[config.mk]
export PLATFORM = sky130hd
export DESIGN_NAME = baud_rate_gen_prog_flat
export DESIGN_NICKNAME = d
export VERILOG_FILES = /design/src/rtl/baud_rate_gen_prog_pkg.sv /design/src/rtl/baud_rate_gen_prog_if.sv /design/src/rtl/baud_rate_gen_prog_mod_counter.sv /design/src/rtl/baud_rate_gen_prog.sv /design/src/flat_wrapper.sv
export SDC_FILE = /design/constraint.sdc
export NUM_CORES = 1
export LEC_CHECK = 0
export ABC_AREA = 1
export CAP_MARGIN = 20
export CORE_ASPECT_RATIO = 1.5
export CORE_MARGIN = 5
export CORE_UTILIZATION = 60
export CTS_BUF_LIST = sky130_fd_sc_hd__clkbuf_4
export DETAILED_ROUTE_END_ITERATION = 7
export PLACE_DENSITY = 0.83
export SLEW_MARGIN = 20
export SYNTH_ARGS = -nofsm -noshare
export SYNTH_HDL_FRONTEND = slang
export SYNTH_SLANG_ARGS = --single-unit
[constraint.sdc]
create_clock -name i_clk -period 3.9 [get_ports i_clk]
set_input_delay 0.78 -clock i_clk [delete_from_list [all_inputs] [get_ports i_clk]]
set_output_delay 0.78 -clock i_clk [all_outputs]
set_load 0.1 [all_outputs]
[src/rtl/baud_rate_gen_prog_pkg.sv]
// -----------------------------------------------------------------------------
// baud_pkg
// Shared defaults for the programmable baud tick generator.
//   NB_DIV      : width of the divisor and the period counter
//   NB_OS       : width of the oversample counter
//   NB_FRAC     : width of the fractional divisor (BAUD_GEN_FRAC_EN builds)
//   OVERSAMPLE  : o_tick periods per o_bit_tick
//   MIN_DIV     : smallest divisor ever applied; smaller loads are clamped
//   DEFAULT_DIV : divisor active after reset (50 MHz, 19200 baud, x16)
// -----------------------------------------------------------------------------
package baud_pkg;

    localparam int NB_DIV      = 16;
    localparam int NB_OS       = 4;
    localparam int NB_FRAC     = 4;
    localparam int OVERSAMPLE  = 16;
    localparam int MIN_DIV     = 2;
    localparam int DEFAULT_DIV = 163;

endpackage : baud_pkg

[src/rtl/baud_rate_gen_prog_if.sv]
// -----------------------------------------------------------------------------
// baud_rate_gen_prog_if
// Configuration and tick bundle between the config register block (master)
// and the baud generator (slave).
//   i_enable     : run when high; low clears counters and suppresses ticks
//   i_div        : new divisor value
//   i_div_load   : one-cycle strobe capturing i_div
//   i_frac       : fractional divisor, only when BAUD_GEN_FRAC_EN is defined
//   o_div_ack    : one-cycle pulse when a loaded divisor becomes active
//   o_div_active : divisor currently applied
//   o_tick       : oversample tick, one cycle wide
//   o_bit_tick   : bit tick, one cycle wide, coincident with an o_tick
// Optional feature macro: BAUD_GEN_FRAC_EN
// -----------------------------------------------------------------------------
interface baud_rate_gen_prog_if #(
    parameter int NB_DIV  = baud_pkg::NB_DIV
`ifdef BAUD_GEN_FRAC_EN
    ,
    parameter int NB_FRAC = baud_pkg::NB_FRAC
`endif
);

    logic              i_enable;
    logic [NB_DIV-1:0] i_div;
    logic              i_div_load;
`ifdef BAUD_GEN_FRAC_EN
    logic [NB_FRAC-1:0] i_frac;
`endif
    logic              o_div_ack;
    logic [NB_DIV-1:0] o_div_active;
    logic              o_tick;
    logic              o_bit_tick;

`ifdef BAUD_GEN_FRAC_EN
    modport master (
        output i_enable, i_div, i_div_load, i_frac,
        input  o_div_ack, o_div_active, o_tick, o_bit_tick
    );

    modport slave (
        input  i_enable, i_div, i_div_load, i_frac,
        output o_div_ack, o_div_active, o_tick, o_bit_tick
    );
`else
    modport master (
        output i_enable, i_div, i_div_load,
        input  o_div_ack, o_div_active, o_tick, o_bit_tick
    );

    modport slave (
        input  i_enable, i_div, i_div_load,
        output o_div_ack, o_div_active, o_tick, o_bit_tick
    );
`endif

endinterface : baud_rate_gen_prog_if

[src/rtl/baud_rate_gen_prog_mod_counter.sv]
// -----------------------------------------------------------------------------
// mod_counter
// Counter that runs 0..last and wraps back to 0, with a runtime terminal value.
//   clk    : clock, rising edge
//   reset  : synchronous active-high reset
//   clear  : synchronous clear to 0 (lower priority than reset)
//   enable : advance by one when high
//   last   : terminal count (modulus - 1)
//   wrap   : high in the cycle the counter sits at 'last' while enabled
// -----------------------------------------------------------------------------
module mod_counter #(
    parameter int WIDTH = 16
) (
    input  logic             clk,
    input  logic             reset,
    input  logic             clear,
    input  logic             enable,
    input  logic [WIDTH-1:0] last,
    output logic             wrap
);

    logic [WIDTH-1:0] count;

    assign wrap = enable && (count == last);

    always_ff @(posedge clk) begin
        if (reset || clear) begin
            count <= '0;
        end else if (enable) begin
            count <= wrap ? '0 : count + WIDTH'(1);
        end
    end

endmodule : mod_counter

[src/rtl/baud_rate_gen_prog.sv]
// -----------------------------------------------------------------------------
// baud_rate_gen_prog
// Runtime-programmable baud tick generator for the UART TX/RX path.
//   i_clk   : clock, rising edge
//   i_reset : synchronous active-high reset
//   bus     : baud_rate_gen_prog_if.slave (enable, divisor load/ack, ticks)
// The period counter produces one o_tick every o_div_active cycles; the
// oversample counter marks every OVERSAMPLE-th tick with o_bit_tick.
// A loaded divisor waits in a pending register and takes effect only at a
// period boundary (or immediately while disabled), so a period is never cut.
// Optional feature macro: BAUD_GEN_FRAC_EN adds a fractional divisor that
// stretches selected periods by one cycle.
// -----------------------------------------------------------------------------
module baud_rate_gen_prog #(
    parameter int NB_DIV      = baud_pkg::NB_DIV,
    parameter int DEFAULT_DIV = baud_pkg::DEFAULT_DIV,
    parameter int OVERSAMPLE  = baud_pkg::OVERSAMPLE,
`ifdef BAUD_GEN_FRAC_EN
    parameter int NB_OS       = baud_pkg::NB_OS,
    parameter int NB_FRAC     = baud_pkg::NB_FRAC
`else
    parameter int NB_OS       = baud_pkg::NB_OS
`endif
) (
    input logic                 i_clk,
    input logic                 i_reset,
    baud_rate_gen_prog_if.slave bus
);

    localparam logic [NB_DIV-1:0] DIV_RESET = NB_DIV'(DEFAULT_DIV);
    localparam logic [NB_DIV-1:0] DIV_MIN   = NB_DIV'(baud_pkg::MIN_DIV);
    localparam logic [NB_OS-1:0]  OS_LAST   = NB_OS'(OVERSAMPLE - 1);

    logic [NB_DIV-1:0] div_cur;
    logic [NB_DIV-1:0] div_pend;
    logic              pend_valid;
    logic              apply_q;
    logic [NB_DIV-1:0] load_val;
    logic [NB_DIV-1:0] apply_val;
    logic [NB_DIV-1:0] period_last;
    logic              period_wrap;
    logic              os_wrap;
    logic              apply_edge;
    logic              do_apply;
    logic              extend;

    // Divisors below the minimum would give a degenerate counter, so they
    // are clamped on capture.
    always_comb begin
        load_val = bus.i_div;
        if (bus.i_div < DIV_MIN) begin
            load_val = DIV_MIN;
        end
    end

    // A divisor may change only where the period counter is at 0 anyway:
    // at a wrap, or on any edge while disabled. A load arriving on that
    // same edge is applied directly instead of going through pending.
    always_comb begin
        apply_edge = period_wrap || !bus.i_enable;
        do_apply   = apply_edge && (pend_valid || bus.i_div_load);
        apply_val  = bus.i_div_load ? load_val : div_pend;
    end

    // Terminal count of the period counter; a fractional carry adds one.
    assign period_last = div_cur - NB_DIV'(1) + {{(NB_DIV-1){1'b0}}, extend};

    mod_counter #(
        .WIDTH (NB_DIV)
    ) u_period_cnt (
        .clk    (i_clk),
        .reset  (i_reset),
        .clear  (!bus.i_enable),
        .enable (bus.i_enable),
        .last   (period_last),
        .wrap   (period_wrap)
    );

    mod_counter #(
        .WIDTH (NB_OS)
    ) u_os_cnt (
        .clk    (i_clk),
        .reset  (i_reset),
        .clear  (!bus.i_enable),
        .enable (period_wrap),
        .last   (OS_LAST),
        .wrap   (os_wrap)
    );

    // Divisor bookkeeping and registered outputs. div_cur steers the counter
    // from the application edge onward; the visible o_div_active and the ack
    // pulse follow one cycle later so they always appear together.
    always_ff @(posedge i_clk) begin
        if (i_reset) begin
            div_cur          <= DIV_RESET;
            div_pend         <= DIV_RESET;
            pend_valid       <= 1'b0;
            apply_q          <= 1'b0;
            bus.o_div_active <= DIV_RESET;
            bus.o_div_ack    <= 1'b0;
            bus.o_tick       <= 1'b0;
            bus.o_bit_tick   <= 1'b0;
        end else begin
            apply_q          <= do_apply;
            bus.o_div_ack    <= apply_q;
            bus.o_div_active <= div_cur;
            bus.o_tick       <= period_wrap;
            bus.o_bit_tick   <= os_wrap;
            if (do_apply) begin
                div_cur    <= apply_val;
                pend_valid <= 1'b0;
            end else if (bus.i_div_load) begin
                div_pend   <= load_val;
                pend_valid <= 1'b1;
            end
        end
    end

`ifdef BAUD_GEN_FRAC_EN
    logic [NB_FRAC-1:0] frac_cur;
    logic [NB_FRAC-1:0] frac_pend;
    logic [NB_FRAC-1:0] frac_acc;
    logic [NB_FRAC:0]   frac_sum;

    assign frac_sum = {1'b0, frac_acc} + {1'b0, frac_cur};

    // The fraction travels with the divisor through the same pending path.
    // Each wrap accumulates it; a carry stretches the following period.
    always_ff @(posedge i_clk) begin
        if (i_reset) begin
            frac_cur  <= '0;
            frac_pend <= '0;
            frac_acc  <= '0;
            extend    <= 1'b0;
        end else begin
            if (do_apply) begin
                frac_cur <= bus.i_div_load ? bus.i_frac : frac_pend;
            end else if (bus.i_div_load) begin
                frac_pend <= bus.i_frac;
            end
            if (!bus.i_enable) begin
                frac_acc <= '0;
                extend   <= 1'b0;
            end else if (period_wrap) begin
                frac_acc <= frac_sum[NB_FRAC-1:0];
                extend   <= frac_sum[NB_FRAC];
            end
        end
    end
`else
    assign extend = 1'b0;
`endif

endmodule : baud_rate_gen_prog

[src/flat_wrapper.sv]
// flat-port wrapper written by rule: the top's interface ports become plain ports
module baud_rate_gen_prog_flat 
#(
    parameter int NB_DIV      = baud_pkg::NB_DIV,
    parameter int DEFAULT_DIV = baud_pkg::DEFAULT_DIV,
    parameter int OVERSAMPLE  = baud_pkg::OVERSAMPLE,

    parameter int NB_OS       = baud_pkg::NB_OS

)
  (i_clk, i_reset, bus_i_enable, bus_i_div, bus_i_div_load, bus_o_div_ack, bus_o_div_active, bus_o_tick, bus_o_bit_tick);
  baud_rate_gen_prog_if #(.NB_DIV(NB_DIV)) bus_i ();
  input logic i_clk;
  input logic i_reset;
  input wire logic [$bits(bus_i.i_enable)-1:0] bus_i_enable;
  input wire logic [$bits(bus_i.i_div)-1:0] bus_i_div;
  input wire logic [$bits(bus_i.i_div_load)-1:0] bus_i_div_load;
  output wire logic [$bits(bus_i.o_div_ack)-1:0] bus_o_div_ack;
  output wire logic [$bits(bus_i.o_div_active)-1:0] bus_o_div_active;
  output wire logic [$bits(bus_i.o_tick)-1:0] bus_o_tick;
  output wire logic [$bits(bus_i.o_bit_tick)-1:0] bus_o_bit_tick;
  assign bus_i.i_enable = bus_i_enable;
  assign bus_i.i_div = bus_i_div;
  assign bus_i.i_div_load = bus_i_div_load;
  assign bus_o_div_ack = bus_i.o_div_ack;
  assign bus_o_div_active = bus_i.o_div_active;
  assign bus_o_tick = bus_i.o_tick;
  assign bus_o_bit_tick = bus_i.o_bit_tick;
  baud_rate_gen_prog #(.NB_DIV(NB_DIV), .DEFAULT_DIV(DEFAULT_DIV), .OVERSAMPLE(OVERSAMPLE), .NB_OS(NB_OS)) u_core (.i_clk(i_clk), .i_reset(i_reset), .bus(bus_i));
endmodule
==> flow_summary.ini, run 1 <==
[status]
outcome = complete, no violations

[layout]
fin_util = 0.6952
final_cell_mix = nand2_1, dfxtp_1, nand3_1
drive_above_1_share = 0.06218
nets = 597
diodes = 0
area_delta_synth_final_pct = 14.76
fillCellCount = 519
mostFrequentLayoutCell = nand2_1

[power]
switchingPower_w = 0.0004445
intPower_w = 0.001116
p_clk_frac = 0.335
peakVddDrop_v = 0.0002546
power_density_nw_per_um2 = 368.9
seqPwrFrac = 0.509
p_comb_frac = 0.156
p_leak_nw = 2.021
sw_frac_of_total = 0.2848

[global_route]
grt_usage = 0.2270
grt_util_met2 = 0.3782
grt_pass1_vias = 3258
grt_overflow = 0
grt_util_met3 = 0.04825
grt_max_degree = 60
met1_usage = 0.2564
grt_pass1_wl_um = 14150
busiest_layer = met2
grt_antenna_before_repair = 0

[timing]
skew_ps = 12.19
setup_viol = 0
fin_crit_sh = 0.6862
worstMarginPinSlew_ps = 977.0
tns_ps = 0
slew_headroom = 0.3466
min_period_ps = 2676
fmax_mhz = 373.7
rsz0062_at_grt = false
maxSlewViolCount = 0
hold_viol_final = 0

[clock_network]
cts_hold_buf = 0
clockBufferDepth = 2
cts.sinks = 73
post_cts.repair.setup_buffers = 0
cts_max_level = 3
cts.clk_slew.worst_paths_ps = 110
cts-buffers-inserted = 9
cts-resized-gates = 0
cts_tree = yes
clockRootBuffer = clkbuf_4
worstSkewPairLatency_ps = 430

[synthesis]
ys.warnings.count = 0
synth_area_um2 = 3687
ys_seq_elements = 73
synth_cell_types = 31
syn_area_per_cell_um2 = 6.791
ys_seq_area_frac = 0.3963
synthCells = 543
synthesis.nets = 566

[die]
fp.dieH_um = 106.0
rows = 35
die_x_um = 74.01
ioPinCount = 39
core-area_um2 = 6087
dieArea_um2 = 7845
start_util = 0.6058

[worst_setup_path]
endpoint_kind = output port
cpPeakStageDelay_ps = 1130
crit_path_top_delay_cell = clkdlybuf4s50_1
arrival_ps = 1900
start_kind = register
worstPathRequired_ps = 3120
worst-path-buf-inv = 1
worstPathCellList = clkdlybuf4s50_1
path_delay_family = buffers and inverters
crit_type = register to output port
crit_path_max_fanout = 1

[place]
numPortBuffers = 38
place.gp.congestion = 0.9108
dp_hpwl_um = 6133

[route]
first_pass_iters = 5
viasPerCell = 5.389
drt-total-wl_um = 8336
vias = 3519
antenna_left = 0
drt_iter0_drc = 263
drc = 0
wl_per_cell_um = 12.77

[job]
max_cap_viol_count = 0

[min_path]
min_path_type = register to register
==> layer usage <==
metal | wire length (µm) | vias up | part of all wire
li1 | - | 1814 | -
met1 | 3354 | 1581 | 0.40
met2 | 4236 | 88 | 0.51
met3 | 347 | 36 | 0.042
met4 | 398 | 0 | 0.048
met5 | 0 | - | 0
==> power groups by stage <==
stage | sequential, W | clock, W | combinational (W)
after floorplan | 0.000846 | 0 | 0.000143
after global placement | 0.000810 | 0 | 0.000235
after detailed placement | 0.000812 | 0 | 0.000240
after CTS | 0.000795 | 0.000530 | 0.000242
after global routing | 0.000799 | 0.000567 | 0.000268
final | 0.000795 | 0.000523 | 0.000243
==> state kept, by name (all words and copies together), names as in the netlist <==
name and count:
u_core.apply_q 1, u_core.div_cur 16, u_core.bus.o_div_ack 1, u_core.u_os_cnt.count 4
u_core.u_period_cnt.count 16, u_core.bus.o_div_active 16, u_core.pend_valid 1, u_core.bus.o_bit_tick 1
u_core.div_pend 16, u_core.bus.o_tick 1
==> final cells by class <==
type | instances | area [µm²] | share of cell area
Sequential cell | 73 | 1461 | 0.3454
Inverter | 62 | 232.7 | 0.05500
Tap cell | 74 | 92.59 | 0.02188
Timing Repair Buffer | 43 | 417.9 | 0.09876
Multi-Input combinational cell | 385 | 1869 | 0.4417
Clock buffer | 10 | 75.07 | 0.01774
Clock inverter | 6 | 82.58 | 0.01952
==> metrics by stage <==
stage | setup WS [ps] | cell area [µm²] | hold WS, ps | instances | total power, W
final | 1224 | 4232 | 414.4 | 653 | 0.001561
after global routing | 1059 | 4232 | 424.1 | 653 | 0.001633
after CTS | 1201 | 4232 | 417.5 | 653 | 0.001567
after detailed placement | 982.5 | 4074 | 402.8 | 637 | 0.001052
after global placement | 1137 | 4074 | 398.8 | 637 | 0.001045
after floorplan | 1794 | 3687 | 388.3 | 543 | 0.0009885
==> final timing paths <==
path | from | to | slack, ps | cells after the start
hold reg to reg | u_core.apply_q$_SDFF_PP0_ | u_core.bus.o_div_ack$_SDFF_PP0_ | 410 | 2
setup reg to reg | u_core.div_cur[0]$_SDFFE_PP1P_ | u_core.bus.o_bit_tick$_SDFF_PP0_ | 1340 | 14
hold / removal | u_core.apply_q$_SDFF_PP0_ | u_core.bus.o_div_ack$_SDFF_PP0_ | 410 | 2
setup / recovery | u_core.bus.o_div_active[4]$_SDFF_PP0_ | bus_o_div_active[4] | 1220 | 1
==> cell families (layout without fill, tap and decap cells) <==
| kind of cell | Yosys count | after routing | synth area share |
|---|---|---|---|
| compound gates | 19 | 19 | 0.03156 |
| xor+xnor | 20 | 20 | 0.04751 |
| flops | 73 | 73 | 0.3963 |
| simple gates | 343 | 343 | 0.4177 |
| buf+inv | 85 | 121 | 0.09671 |
| fa+ha+maj | 3 | 3 | 0.01018 |
==> cells in the mapped netlist, drive strengths merged <==
library cell / count / area (µm²)
buf: 11 / 78.82
nand2: 154 / 590.6
a31oi: 2 / 12.51
and2: 1 / 6.260
ha: 3 / 37.54
dfxtp: 73 / 1461
a21oi: 7 / 35.03
o211a: 1 / 10.01
nor2: 67 / 276.5
nor4: 4 / 25.02
o21ai: 8 / 51.30
nand3: 72 / 360.4
nor3: 4 / 20.02
a21o: 1 / 7.510
clkbuf: 12 / 45.04
nand4: 35 / 219.0
xnor2: 8 / 70.07
xor2: 12 / 105.1
or2: 2 / 12.51
inv: 62 / 232.7
nand3b: 4 / 30.03
Note: power is estimated with default switching activity, not from simulation.
==> inputs of run 2 (changes only) <==
--- a/config.mk
+++ b/config.mk
@@ -9,10 +9,10 @@
 export CAP_MARGIN = 20
 export CORE_ASPECT_RATIO = 1.5
 export CORE_MARGIN = 5
-export CORE_UTILIZATION = 60
+export CORE_UTILIZATION = 59
 export CTS_BUF_LIST = sky130_fd_sc_hd__clkbuf_4
 export DETAILED_ROUTE_END_ITERATION = 7
-export PLACE_DENSITY = 0.83
+export PLACE_DENSITY = 0.82
 export SLEW_MARGIN = 20
 export SYNTH_ARGS = -nofsm -noshare
 export SYNTH_HDL_FRONTEND = slang
==> constraint.sdc (replaced) <==
create_clock -name i_clk -period 2.55 [get_ports i_clk]
set_input_delay 0.51 -clock i_clk [delete_from_list [all_inputs] [get_ports i_clk]]
set_output_delay 0.51 -clock i_clk [all_outputs]
set_load 0.1 [all_outputs]
==> run 2 against run 1 <==
Sequential share of layout area up 0.12 points. Die area up 1.5%. Critical endpoint is now u_core.div_pend[7]$_SDFFE_PP1N_. Sequential cell count unchanged. First-iteration DRC count fell by 12%.
==> flow_summary.ini, run 2 (synthesized netlist as in run 1, its figures left out) <==
[layout]
drive_above_1_share = 0.09622
final_area_um2 = 4217
final_cell_mix = nand2_1, dfxtp_1, nand3_1
multi_input_area_um2 = 1878
mostFrequentLayoutCell = nand2_1
fillCellCount = 547
nets = 600
area_delta_synth_final_pct = 14.35
regArea_um2 = 1461
diodes = 0

[die]
ioPinCount = 39
die_x_um = 74.55
rows = 35
core-area_um2 = 6131
start_util = 0.6014
dieArea_um2 = 7963
fp.dieH_um = 106.8

[route]
drt_iter0_drc = 231
drc = 0
wl_per_cell_um = 12.40
drt-total-wl_um = 8132
first_pass_iters = 4
viasPerCell = 5.258
antenna_left = 0
vias = 3449

[clock_network]
cts-buffers-inserted = 9
cts.sinks = 73
cts_max_level = 3
post_cts.repair.setup_buffers = 0
cts.clk_slew.worst_paths_ps = 120
cts_tree = yes
clockRootBuffer = clkbuf_4
clockBufferDepth = 2
worstSkewPairLatency_ps = 420

[timing]
min_period_ps = 2324
timing.final.ws_setup_ps = 225.6
tns_ps = 0
hold_ws_ps = 424.7
slew_headroom = 0.6764
fin_crit_sh = 0.9115
hold_viol_final = 0
setup_viol = 0
fmax_mhz = 430.2
maxSlewViolCount = 0
skew_ps = 15.30
rsz0062_at_grt = false
worstMarginPinSlew_ps = 484.9

[place]
dp_hpwl_um = 6182
place.gp.congestion = 0.8802
numPortBuffers = 38
placed_cell_area_um2 = 4074
pre_cts_slack_ps = 152.4

[worst_setup_path]
crit_path_max_fanout = 33
endpoint_kind = register
start_kind = register
arrival_ps = 2640
worstPathRequired_ps = 2860
reg2regPathDepth = 13
crit_type = register to register

[power]
seqPwrFrac = 0.531
sw_frac_of_total = 0.2963
power_density_nw_per_um2 = 543.3
power.total_w = 0.002291
switchingPower_w = 0.0006787
intPower_w = 0.001612
peakVddDrop_v = 0.0003387
p_comb_frac = 0.164
p_clk_frac = 0.306
p_leak_nw = 2.057

[min_path]
min_path_type = register to register
hold_depth = 2

[global_route]
grt_pass1_vias = 3180
grt_pass1_wl_um = 13580
grt_antenna_before_repair = 0
grt_overflow = 0
grt_max_degree = 44
grt_usage = 0.2180

[status]
outcome = complete, no violations

[job]
max_cap_viol_count = 0
run 2: power groups by stage:
| stage | clock network, W | logic (W) | registers, W |
|---|---|---|---|
| finish | 0.000701 | 0.000375 | 0.00122 |
| global route | 0.000775 | 0.000415 | 0.00122 |
| CTS | 0.000717 | 0.000373 | 0.00122 |
| detailed placement | 0 | 0.000372 | 0.00124 |
| global placement | 0 | 0.000366 | 0.00124 |
| floorplan | 0 | 0.000219 | 0.00129 |
run 2: metal layers:
metal / global-route usage / vias up / share of wire
li1: - / 1821 / -
met1: 0.2541 / 1530 / 0.42
met2: 0.3723 / 77 / 0.51
met3: 0.04878 / 21 / 0.042
met4: 0.09415 / 0 / 0.030
met5: 0 / - / 0
run 2: worst max-delay path, stage by stage, from the launching register on:
cell	delay (ps)
dfxtp_1	360
inv_2	100
ha_1	230
nand2_2	130
nor2_4	190
nand3_1	90
nand2_1	130
nand3_1	80
nor2_1	90
nand2_1	150
o21ai_4	290
nand2_8	200
nand2_1	110
nand3_1	70
run 2: area by class of cell:
type	instances	area share
sequential	73	0.3466
clock inverter	6	0.01395
tap	74	0.02196
clock buffer	10	0.01780
multi-input combinational	385	0.4454
inverter	62	0.05519
timing repair buffer	46	0.09911
run 2: repair_timing:
action                     in CTS  in global routing
setup endpoints to repair       0                  2
resized for setup               0                  1
hold buffers                    0                  0
run 2: stage by stage:
| step | instances | util |
|---|---|---|
| detailed placement | 640 | 0.6645 |
| floorplan | 543 | - |
| global placement | 640 | 0.6645 |
| finish | 656 | 0.6878 |
| global route | 656 | 0.6878 |
| CTS | 656 | 0.6863 |
run 2: worst paths after layout:
kind / startpoint / endpoint / slack, ps
max: u_core.div_cur[0]$_SDFFE_PP1P_ / u_core.div_pend[7]$_SDFFE_PP1N_ / 230
min: u_core.apply_q$_SDFF_PP0_ / u_core.bus.o_div_ack$_SDFF_PP0_ / 420
max reg2reg: u_core.div_cur[0]$_SDFFE_PP1P_ / u_core.div_pend[7]$_SDFFE_PP1N_ / 230
min reg2reg: u_core.apply_q$_SDFF_PP0_ / u_core.bus.o_div_ack$_SDFF_PP0_ / 420
